$ cat config.mk
export PLATFORM = sky130hd
export DESIGN_NAME = sat_counter32
export DESIGN_NICKNAME = d
export VERILOG_FILES = /design/src/rtl/sat_counter32.sv
export SDC_FILE = /design/constraint.sdc
export NUM_CORES = 1
export LEC_CHECK = 0
export BUFFER_PORTS_ARGS = -buffer_cell sky130_fd_sc_hd__buf_2
export CORE_MARGIN = 8
export CORE_UTILIZATION = 45
export DETAILED_ROUTE_END_ITERATION = 10
export PLACE_DENSITY = 0.8
export RECOVER_POWER = 25
export SYNTH_ARGS = -nofsm -noshare
export SYNTH_HDL_FRONTEND = slang
export SYNTH_SLANG_ARGS = --single-unit
$ cat constraint.sdc
create_clock -name clk -period 2.6 [get_ports clk]
set_clock_uncertainty 0.2 [all_clocks]
set_input_delay 0.13 -clock clk [delete_from_list [all_inputs] [get_ports clk]]
set_output_delay 0.13 -clock clk [all_outputs]
set_load 0.02 [all_outputs]
$ cat src/rtl/sat_counter32.sv
// -----------------------------------------------------------------------------
// sat_counter32
//
// Purpose : 32-bit event counter that sticks at 0xFFFFFFFF instead of wrapping.
// Ports   : clk      - clock
//           reset_n  - synchronous active-low reset (count -> 0)
//           i_clear  - synchronous clear, wins over i_inc
//           i_inc    - count one event this cycle
//           o_count  - current count
// -----------------------------------------------------------------------------
module sat_counter32 (
    input  logic        clk,
    input  logic        reset_n,
    input  logic        i_clear,
    input  logic        i_inc,
    output logic [31:0] o_count
);

    logic [31:0] r_count;

    always_ff @(posedge clk) begin
        if (!reset_n) begin
            r_count <= '0;
        end else if (i_clear) begin
            r_count <= '0;
        end else if (i_inc && (r_count != 32'hFFFF_FFFF)) begin
            r_count <= r_count + 32'd1;
        end
    end

    assign o_count = r_count;

endmodule

==> results.md, run 1 <==
- Yosys warnings: 0
- Port bufs: 35
- Die area: 0.00591 sq mm
- Critical path type: flop to flop
- Crit path arrival time: 2300 ps
- Post-CTS Hold Fix Bufs: 0
- Critical path depth: 6
- Max FFs per register: 32
- CTS tree: yes
- Slew at the pin closest to its max-slew limit: 677 ps
- Cell area after synthesis: 0.00167 sq mm
- IR drop worst, VDD: 0.000261 V
- Worst Hold Class: input pin to flop
- DIE HEIGHT: 76.9 microns
- Syn Nets: 208
- Initial DRC Count: 67
- Largest net degree at the start of global routing: 31
- Layout cells sized above 1: 0.155
- Number of global-route vias before repair: 1652
- Grt ovf: 0
- Setup violators final: 0
- Register bit count reported by yosys: 32
- Root Buffer: clkbuf_8
- Most common cell after layout, fill and taps aside: dfxtp_1
- CTS max path bufs: 2
- MaxCap Viol Count: 0
- RSZ-0062 raised after global routing: no
- Synth cell types: 40
- Element type at the critical path end: flop
- CP delay by family, top: compound AO/OA/AOI/OAI gates
- Max-slew headroom: 0.545
- I/O pin count: 36
- Pleak: 0.638 nW
- Hold_ws: 26.0 ps
- Setup crit start kind: flop
- Cell count after synthesis: 203
- Total Nets Final: 245
- Routability cong.: 0.778
- Max FO, Critical Path: 5
- WHS Path Cells: 4
- Vias per inst: 5.76
- Clk sinks: 32
- Period minus WS final: 2330 ps
- Final Hold Vio Count: 0
- Detail Placement HPWL: 3110 microns
- CP max stage delay: 610 ps
- WL/cell: 14.9 microns
- Worst skew pair latency: 280 ps
- Diode count: 0
- F_max: 428 MHz
- CP cell instances: ha_1 > and3_1 > nand4_1 > a2111oi_0 > xnor2_1 > nor2_1
- DR DRC count: 0
- Count of buffer and inverter cells on the critical path: 0
- CP required: 2560 ps
- Total CTS buffers: 5
- Initial Utilization: 0.463
- Outcome: complete, no violations
- Initial antenna violation count: 0
- Pins over their slew limit: 0
- Global-route wire length before repair: 7280 microns
- Sum of negative setup slack: 0 ps
- Rows: 22
- Clock transition at path regs: 60 ps
- Routed Antenna Nets: 0
- Top_reg_cell synth: dfxtp_1
- Die width: 76.9 microns
- CTS H-tree lvls: 2
- Vias: 1648
- Ys async rst share: 0
- Syn_area_per_cell: 8.22 sq um
- Power Density: 443 mW/mm^2
- Core area: 0.00361 sq mm
- R2R depth: 6
- P&R area growth vs syn: 16.2%
- EDFF count, synth: 0
- Final wirelength: 4270 microns
- Slowest stage cell, crit path: a2111oi_0
- Tot GR Track Use: 0.146
- Post-CTS sizing: 0
- Commonest cells after routing, fill and taps aside: 32 x dfxtp_1, 21 x a21oi_1, 19 x buf_2
- Post-CTS Setup Bufs: 0
- Register area share after synthesis: 0.384
- Final Cycle Share: 0.898
- Fin util: 0.537
- Drt pass-1 iters: 5
[metrics by stage]
stage	cells	worst slack (ps)	area (sq um)	power, mW
floorplan	203	351	1670	0.526
global placement	281	370	1890	0.535
detailed placement	281	295	1890	0.535
CTS	286	273	1960	0.866
global route	286	68.1	1940	0.898
finish	286	265	1940	0.859
[layout make-up]
type,count,area (sq um)
multi-input combinational,161,983
sequential,32,641
clock buffer,5,68.8
timing repair buffer,38,178
inverter,2,7.51
fill,373,1670
tap,48,60.1
[worst paths after layout]
kind	start	to	slack (ps)
max	o_count[0]$_SDFFE_PP0P_	o_count[20]$_SDFFE_PP0P_	270
min	reset_n	o_count[5]$_SDFFE_PP0P_	30
max reg2reg	o_count[0]$_SDFFE_PP0P_	o_count[20]$_SDFFE_PP0P_	270
min reg2reg	o_count[30]$_SDFFE_PP0P_	o_count[30]$_SDFFE_PP0P_	300
[where the power goes]
part           total (mW)  internal, mW  switching [mW]
Combinational      0.0312       0.00900          0.0222
Clock               0.335         0.172           0.163
Sequential          0.493         0.491         0.00148
Total               0.859         0.672           0.187
[cell usage after synthesis (3+ instances only)]
cell type | number | share of area
a211oi_1 | 3 | 0.014
a21oi_1 | 21 | 0.063
and3_1 | 9 | 0.034
and4_1 | 3 | 0.016
clkbuf_1 | 5 | 0.011
dfxtp_1 | 32 | 0.38
nand2_1 | 15 | 0.034
nand3_1 | 10 | 0.030
nand4_1 | 14 | 0.053
nor2_1 | 16 | 0.036
o21ai_0 | 5 | 0.015
o21ai_1 | 10 | 0.030
or2_2 | 3 | 0.011
or3_1 | 15 | 0.056
xnor2_1 | 9 | 0.047
[layer usage]
metal,track usage,up-vias,share of wire
li1,-,835,-
met4,0.0692,0,0.018
met3,0.0536,6,0.054
met5,0,-,0
met2,0.257,36,0.48
met1,0.150,771,0.45
[tightest hold or removal path, stage by stage]
cell      delay [ps]
buf_2            100
nand2b_1          80
or4_1            110
nand2_1           40
[cell families (layout without fill, tap and decap cells)]
family          count (synthesis)  after routing  synth area share
buf+inv                        10             45            0.0263
flops                          32             32             0.384
fa+ha+maj                       1              1           0.00750
simple gates                  100            100             0.345
xor+xnor                        9              9            0.0473
mux                             1              1           0.00600
compound gates                 50             50             0.184
Note: power is estimated with default switching activity, not from simulation.
==> run 2, diff against run 1 <==
--- a/config.mk
+++ b/config.mk
@@ -9,6 +9,7 @@
 export CORE_MARGIN = 8
 export CORE_UTILIZATION = 45
 export DETAILED_ROUTE_END_ITERATION = 10
+export HOLD_SLACK_MARGIN = 0.15
 export PLACE_DENSITY = 0.8
 export RECOVER_POWER = 25
 export SYNTH_ARGS = -nofsm -noshare
==> results.md, run 2 (synthesized netlist as in run 1, its figures left out) <==
- Outcome: complete, no violations (unchanged)
- Sw frac: 0.218 (was 0.217)
- I/O pin count: 36 (unchanged)
- Total CTS buffers: 5 (unchanged)
- Routed Antenna Nets: 0 (unchanged)
- RSZ-0062 raised after global routing: no (unchanged)
- Element type at the critical path end: flop (unchanged)
- IR drop worst, VDD: 0.000264 V (was 0.000261 V)
- Clk sinks: 32 (unchanged)
- Global-route wire length before repair: 7380 microns (was 7280 microns)
- DR DRC count: 0 (unchanged)
- Vias per inst: 5.76 (about the same)
- Sequential Area: 641 sq um (unchanged)
- CTS tree: yes (unchanged)
- Max-slew headroom: 0.539 (was 0.545)
- Period minus WS final: 2320 ps (was 2330 ps)
- Clock transition at path regs: 60 ps (about the same)
- Pint: 0.676 mW (was 0.672 mW)
- Area of the multi-input gates: 983 sq um (unchanged)
- Port bufs: 35 (unchanged)
- Critical path type: flop to flop (unchanged)
- Sum of negative setup slack: 0 ps (unchanged)
- Psw: 0.188 mW (was 0.187 mW)
- Crit path arrival time: 2290 ps (was 2300 ps)
- Hold_ws: 303 ps (was 26.0 ps)
- Max FFs per register: 32 (unchanged)
- Vias: 1671 (was 1648)
- Final wirelength: 4340 microns (was 4270 microns)
- CTS H-tree lvls: 2 (unchanged)
- Power Density: 437 mW/mm^2 (was 443 mW/mm^2)
- Pleak: 0.653 nW (was 0.638 nW)
- Dpl cells: 281 (unchanged)
- Comb pwr share: 0.042 (was 0.036)
- PnR worst setup slack: 275 ps (was 265 ps)
- WL/cell: 14.9 microns (about the same)
- Core area: 0.00361 sq mm (unchanged)
- Initial DRC Count: 88 (was 67)
- Final Cycle Share: 0.894 (was 0.898)
- Pins over their slew limit: 0 (unchanged)
- Post-CTS sizing: 0 (unchanged)
- Final Hold Vio Count: 0 (unchanged)
- Dpl cell area: 0.00189 sq mm (unchanged)
- Setup Slack @ Placement: 295 ps (unchanged)
- Setup violators final: 0 (unchanged)
- Fin util: 0.549 (was 0.537)
- DIE HEIGHT: 76.9 microns (unchanged)
- Worst skew pair latency: 280 ps (about the same)
- Clock share of power: 0.388 (was 0.390)
- Layout cells sized above 1: 0.153 (was 0.155)
- Tot GR Track Use: 0.148 (was 0.146)
- Die area: 0.00591 sq mm (unchanged)
- Finished Cell Area: 0.00198 sq mm (was 0.00194 sq mm)
- Routability cong.: 0.778 (unchanged)
- Initial antenna violation count: 0 (unchanged)
- Worst Hold Class: flop to flop (was input pin to flop)
- CTS max path bufs: 2 (unchanged)
- CP required: 2560 ps (about the same)
- Root Buffer: clkbuf_8 (unchanged)
- Setup crit start kind: flop (unchanged)
- Total Nets Final: 249 (was 245)
- F_max: 430 MHz (was 428 MHz)
- Rows: 22 (unchanged)
- Slew at the pin closest to its max-slew limit: 687 ps (was 677 ps)
- Commonest cells after routing, fill and taps aside: 32 x dfxtp_1, 21 x a21oi_1, 19 x buf_2 (unchanged)
- Die width: 76.9 microns (unchanged)
- Most common cell after layout, fill and taps aside: dfxtp_1 (unchanged)
- Max FO, Critical Path: 5 (unchanged)
- Final total power: 0.865 mW (was 0.859 mW)
- Flop pwr share: 0.570 (was 0.574)
- Drt pass-1 iters: 4 (was 5)
- Detail Placement HPWL: 3110 microns (unchanged)
- Fillers: 369 (was 373)
- Largest net degree at the start of global routing: 31 (unchanged)
- P&R area growth vs syn: 18.6% (was 16.2%)
- MaxCap Viol Count: 0 (unchanged)
- Grt ovf: 0 (unchanged)
- Number of global-route vias before repair: 1653 (was 1652)
- Diode count: 0 (unchanged)
- Non-Filler Instances: 290 (was 286)
- Initial Utilization: 0.463 (unchanged)
[run 2: repair_timing]
item | in CTS | in global routing
hold endpoints to repair | 6 | 0
hold buffers | 4 | 0
setup buffers | 0 | 0
[run 2: power by group through the flow]
stage	clock network (mW)	logic, mW	registers, mW
floorplan	0	0.0211	0.505
global route	0.371	0.0397	0.493
finish	0.336	0.0362	0.493
CTS	0.342	0.0359	0.493
detailed placement	0	0.0311	0.504
global placement	0	0.0311	0.504
[run 2: per-layer routing]
| metal | track usage | vias up | share of wire |
|---|---|---|---|
| met5 | 0 | - | 0 |
| li1 | - | 843 | - |
| met2 | 0.254 | 39 | 0.48 |
| met1 | 0.156 | 781 | 0.45 |
| met4 | 0.0731 | 0 | 0.020 |
| met3 | 0.0548 | 8 | 0.052 |
[run 2: critical path: stages (launching register included)]
cell and delay [ps]:
dfxtp_1 410, ha_1 230, and3_1 270, nand4_1 260, a2111oi_0 610, xnor2_1 180
nor2_1 50
[run 2: layout make-up]
class	instances	area share
clock buffers	5	0.0348
inverters	2	0.00380
multi-input cells	161	0.497
flip-flops and latches	32	0.324
well taps	48	0.0304
repair buffers	42	0.110
[run 2: worst paths after layout]
path / from / to / slack, ps / depth (start not counted)
worst max-delay path: o_count[0]$_SDFFE_PP0P_ / o_count[20]$_SDFFE_PP0P_ / 280 / 6
worst min-delay path: o_count[30]$_SDFFE_PP0P_ / o_count[30]$_SDFFE_PP0P_ / 300 / 2
worst min register to register: o_count[30]$_SDFFE_PP0P_ / o_count[30]$_SDFFE_PP0P_ / 300 / 2
worst max register to register: o_count[0]$_SDFFE_PP0P_ / o_count[20]$_SDFFE_PP0P_ / 280 / 6
==> run 3, diff against run 2 <==
--- a/config.mk
+++ b/config.mk
@@ -7,10 +7,10 @@
 export LEC_CHECK = 0
 export BUFFER_PORTS_ARGS = -buffer_cell sky130_fd_sc_hd__buf_2
 export CORE_MARGIN = 8
-export CORE_UTILIZATION = 45
+export CORE_UTILIZATION = 53
 export DETAILED_ROUTE_END_ITERATION = 10
 export HOLD_SLACK_MARGIN = 0.15
-export PLACE_DENSITY = 0.8
+export PLACE_DENSITY = 0.9
 export RECOVER_POWER = 25
 export SYNTH_ARGS = -nofsm -noshare
 export SYNTH_HDL_FRONTEND = slang
==> results.md, run 3 (synthesized netlist as in run 1, its figures left out) <==
- Outcome: complete, no violations (unchanged)
- CTS max path bufs: 2 (unchanged)
- Setup crit start kind: flop (unchanged)
- Pins over their slew limit: 0 (unchanged)
- Core area: 0.00303 sq mm (was 0.00361 sq mm)
- Period minus WS final: 2320 ps (about the same)
- Worst skew pair latency: 340 ps (was 280 ps)
- CP delay by family, top: simple AND/OR/NAND/NOR gates (was compound AO/OA/AOI/OAI gates)
- Initial Utilization: 0.551 (was 0.463)
- Power Density: 422 mW/mm^2 (was 437 mW/mm^2)
- Most common cell after layout, fill and taps aside: dfxtp_1 (unchanged)
- Fin util: 0.652 (was 0.549)
- Die width: 72.1 microns (was 76.9 microns)
- Dpl cells: 278 (was 281)
- RSZ-0062 raised after global routing: no (unchanged)
- Commonest cells after routing, fill and taps aside: 32 x dfxtp_1, 21 x a21oi_1, 19 x buf_2 (unchanged)
- Element type at the critical path end: flop (unchanged)
- Fillers: 267 (was 369)
- Sum of negative setup slack: 0 ps (unchanged)
- Clock transition at path regs: 110 ps (was 60 ps)
- Total CTS buffers: 5 (unchanged)
- Root Buffer: clkbuf_4 (was clkbuf_8)
- I/O pin count: 36 (unchanged)
- WL/cell: 14.8 microns (was 14.9 microns)
- Worst Hold Class: flop to flop (unchanged)
- Setup Slack @ Placement: 308 ps (was 295 ps)
- Vias per inst: 5.92 (was 5.76)
- Rows: 20 (was 22)
- Initial DRC Count: 168 (was 88)
- Global-route wire length before repair: 7050 microns (was 7380 microns)
- Max-slew headroom: 0.612 (was 0.539)
- MaxCap Viol Count: 0 (unchanged)
- CP required: 2680 ps (was 2560 ps)
- Grt ovf: 0 (unchanged)
- P&R area growth vs syn: 18.3% (was 18.6%)
- F_max: 432 MHz (was 430 MHz)
- DR DRC count: 0 (unchanged)
- CP cell instances: ha_1 > and3_1 > nand3_1 > o31ai_4 > buf_4 > or4_1 > a21oi_1 (was ha_1 > and3_1 > nand4_1 > a2111oi_0 > xnor2_1 > nor2_1)
- Final Cycle Share: 0.891 (was 0.894)
- Largest net degree at the start of global routing: 31 (unchanged)
- Non-Filler Instances: 290 (unchanged)
- Vias: 1716 (was 1671)
- Finished Cell Area: 0.00197 sq mm (was 0.00198 sq mm)
- PnR worst setup slack: 284 ps (was 275 ps)
- Hold_ws: 297 ps (was 303 ps)
- Routed Antenna Nets: 0 (unchanged)
- Clk sinks: 32 (unchanged)
- Dpl cell area: 0.00189 sq mm (about the same)
- Final total power: 0.833 mW (was 0.865 mW)
- Die area: 0.00520 sq mm (was 0.00591 sq mm)
- Crit path arrival time: 2390 ps (was 2290 ps)
- Routability cong.: 0.862 (was 0.778)
- Max FO, Critical Path: 23 (was 5)
- CTS H-tree lvls: 2 (unchanged)
- Initial antenna violation count: 0 (unchanged)
- Critical path type: flop to flop (unchanged)
- Final Hold Vio Count: 0 (unchanged)
- Slowest stage cell, crit path: or4_1 (was a2111oi_0)
- Setup violators final: 0 (unchanged)
- Max FFs per register: 32 (unchanged)
- CTS tree: yes (unchanged)
- Pleak: 0.661 nW (was 0.653 nW)
- Drt pass-1 iters: 4 (unchanged)
- Slew at the pin closest to its max-slew limit: 578 ps (was 687 ps)
- IR drop worst, VDD: 0.000240 V (was 0.000264 V)
- Detail Placement HPWL: 3040 microns (was 3110 microns)
- Tot GR Track Use: 0.167 (was 0.148)
- Post-CTS Setup Bufs: 0 (unchanged)
- CP max stage delay: 480 ps (was 610 ps)
- Diode count: 0 (unchanged)
- Number of global-route vias before repair: 1569 (was 1653)
- Port bufs: 35 (unchanged)
- Count of buffer and inverter cells on the critical path: 1 (was 0)
- Layout cells sized above 1: 0.167 (was 0.153)
- Final wirelength: 4300 microns (was 4340 microns)
- DIE HEIGHT: 72.1 microns (was 76.9 microns)
- Total Nets Final: 250 (was 249)
## run 3: cell count changes in the layout (fill, tap and decap cells not counted)
cell,before,now
clkbuf_4,0,5
clkbuf_8,5,1
clkinv_2,0,2
buf_4,3,4
## run 3: worst register-to-register path: cells and delay by family, from the launching register on
| family | cells | cell delay [ps] |
|---|---|---|
| fa+ha+maj | 1 | 260 |
| buf+inv | 1 | 220 |
| flops | 1 | 370 |
| compound gates | 2 | 260 |
| simple gates | 3 | 950 |
## run 3: per-layer routing
| layer | track usage | routed length [microns] | part of all wire | up-vias |
|---|---|---|---|---|
| li1 | - | - | - | 846 |
| met1 | 0.195 | 1920 | 0.45 | 793 |
| met2 | 0.264 | 1940 | 0.45 | 69 |
| met3 | 0.0661 | 351 | 0.082 | 8 |
| met4 | 0.0703 | 78 | 0.018 | 0 |
| met5 | 0 | 0 | 0 | - |
## run 3: cell type report
class	count	area, sq um	share of cell area
multi-input cells	161	983	0.498
flip-flops and latches	32	641	0.325
repair buffers	43	225	0.114
well taps	44	55.1	0.0279
clock buffers	6	51.3	0.0260
clock inverters	2	10.0	0.00507
inverters	2	7.51	0.00380
## run 3: timing repair
item | in CTS | in global routing
endpoints found under the hold margin | 25 | 0
resized for setup | 0 | 0
hold buffers | 4 | 0
## run 3: path summary, 6_finish.rpt
check | from | end | slack, ps | cells past startpoint
setup / recovery | o_count[0]$_SDFFE_PP0P_ | o_count[9]$_SDFFE_PP0P_ | 280 | 7
hold / removal | o_count[30]$_SDFFE_PP0P_ | o_count[30]$_SDFFE_PP0P_ | 300 | 2
setup reg to reg | o_count[0]$_SDFFE_PP0P_ | o_count[9]$_SDFFE_PP0P_ | 280 | 7
hold reg to reg | o_count[30]$_SDFFE_PP0P_ | o_count[30]$_SDFFE_PP0P_ | 300 | 2
## run 3: power by group
| group | leakage [nW] | switching (mW) | internal [mW] |
|---|---|---|---|
| logic | 0.365 | 0.0235 | 0.0127 |
| registers | 0.258 | 0.00148 | 0.491 |
| clock network | 0.0380 | 0.175 | 0.129 |
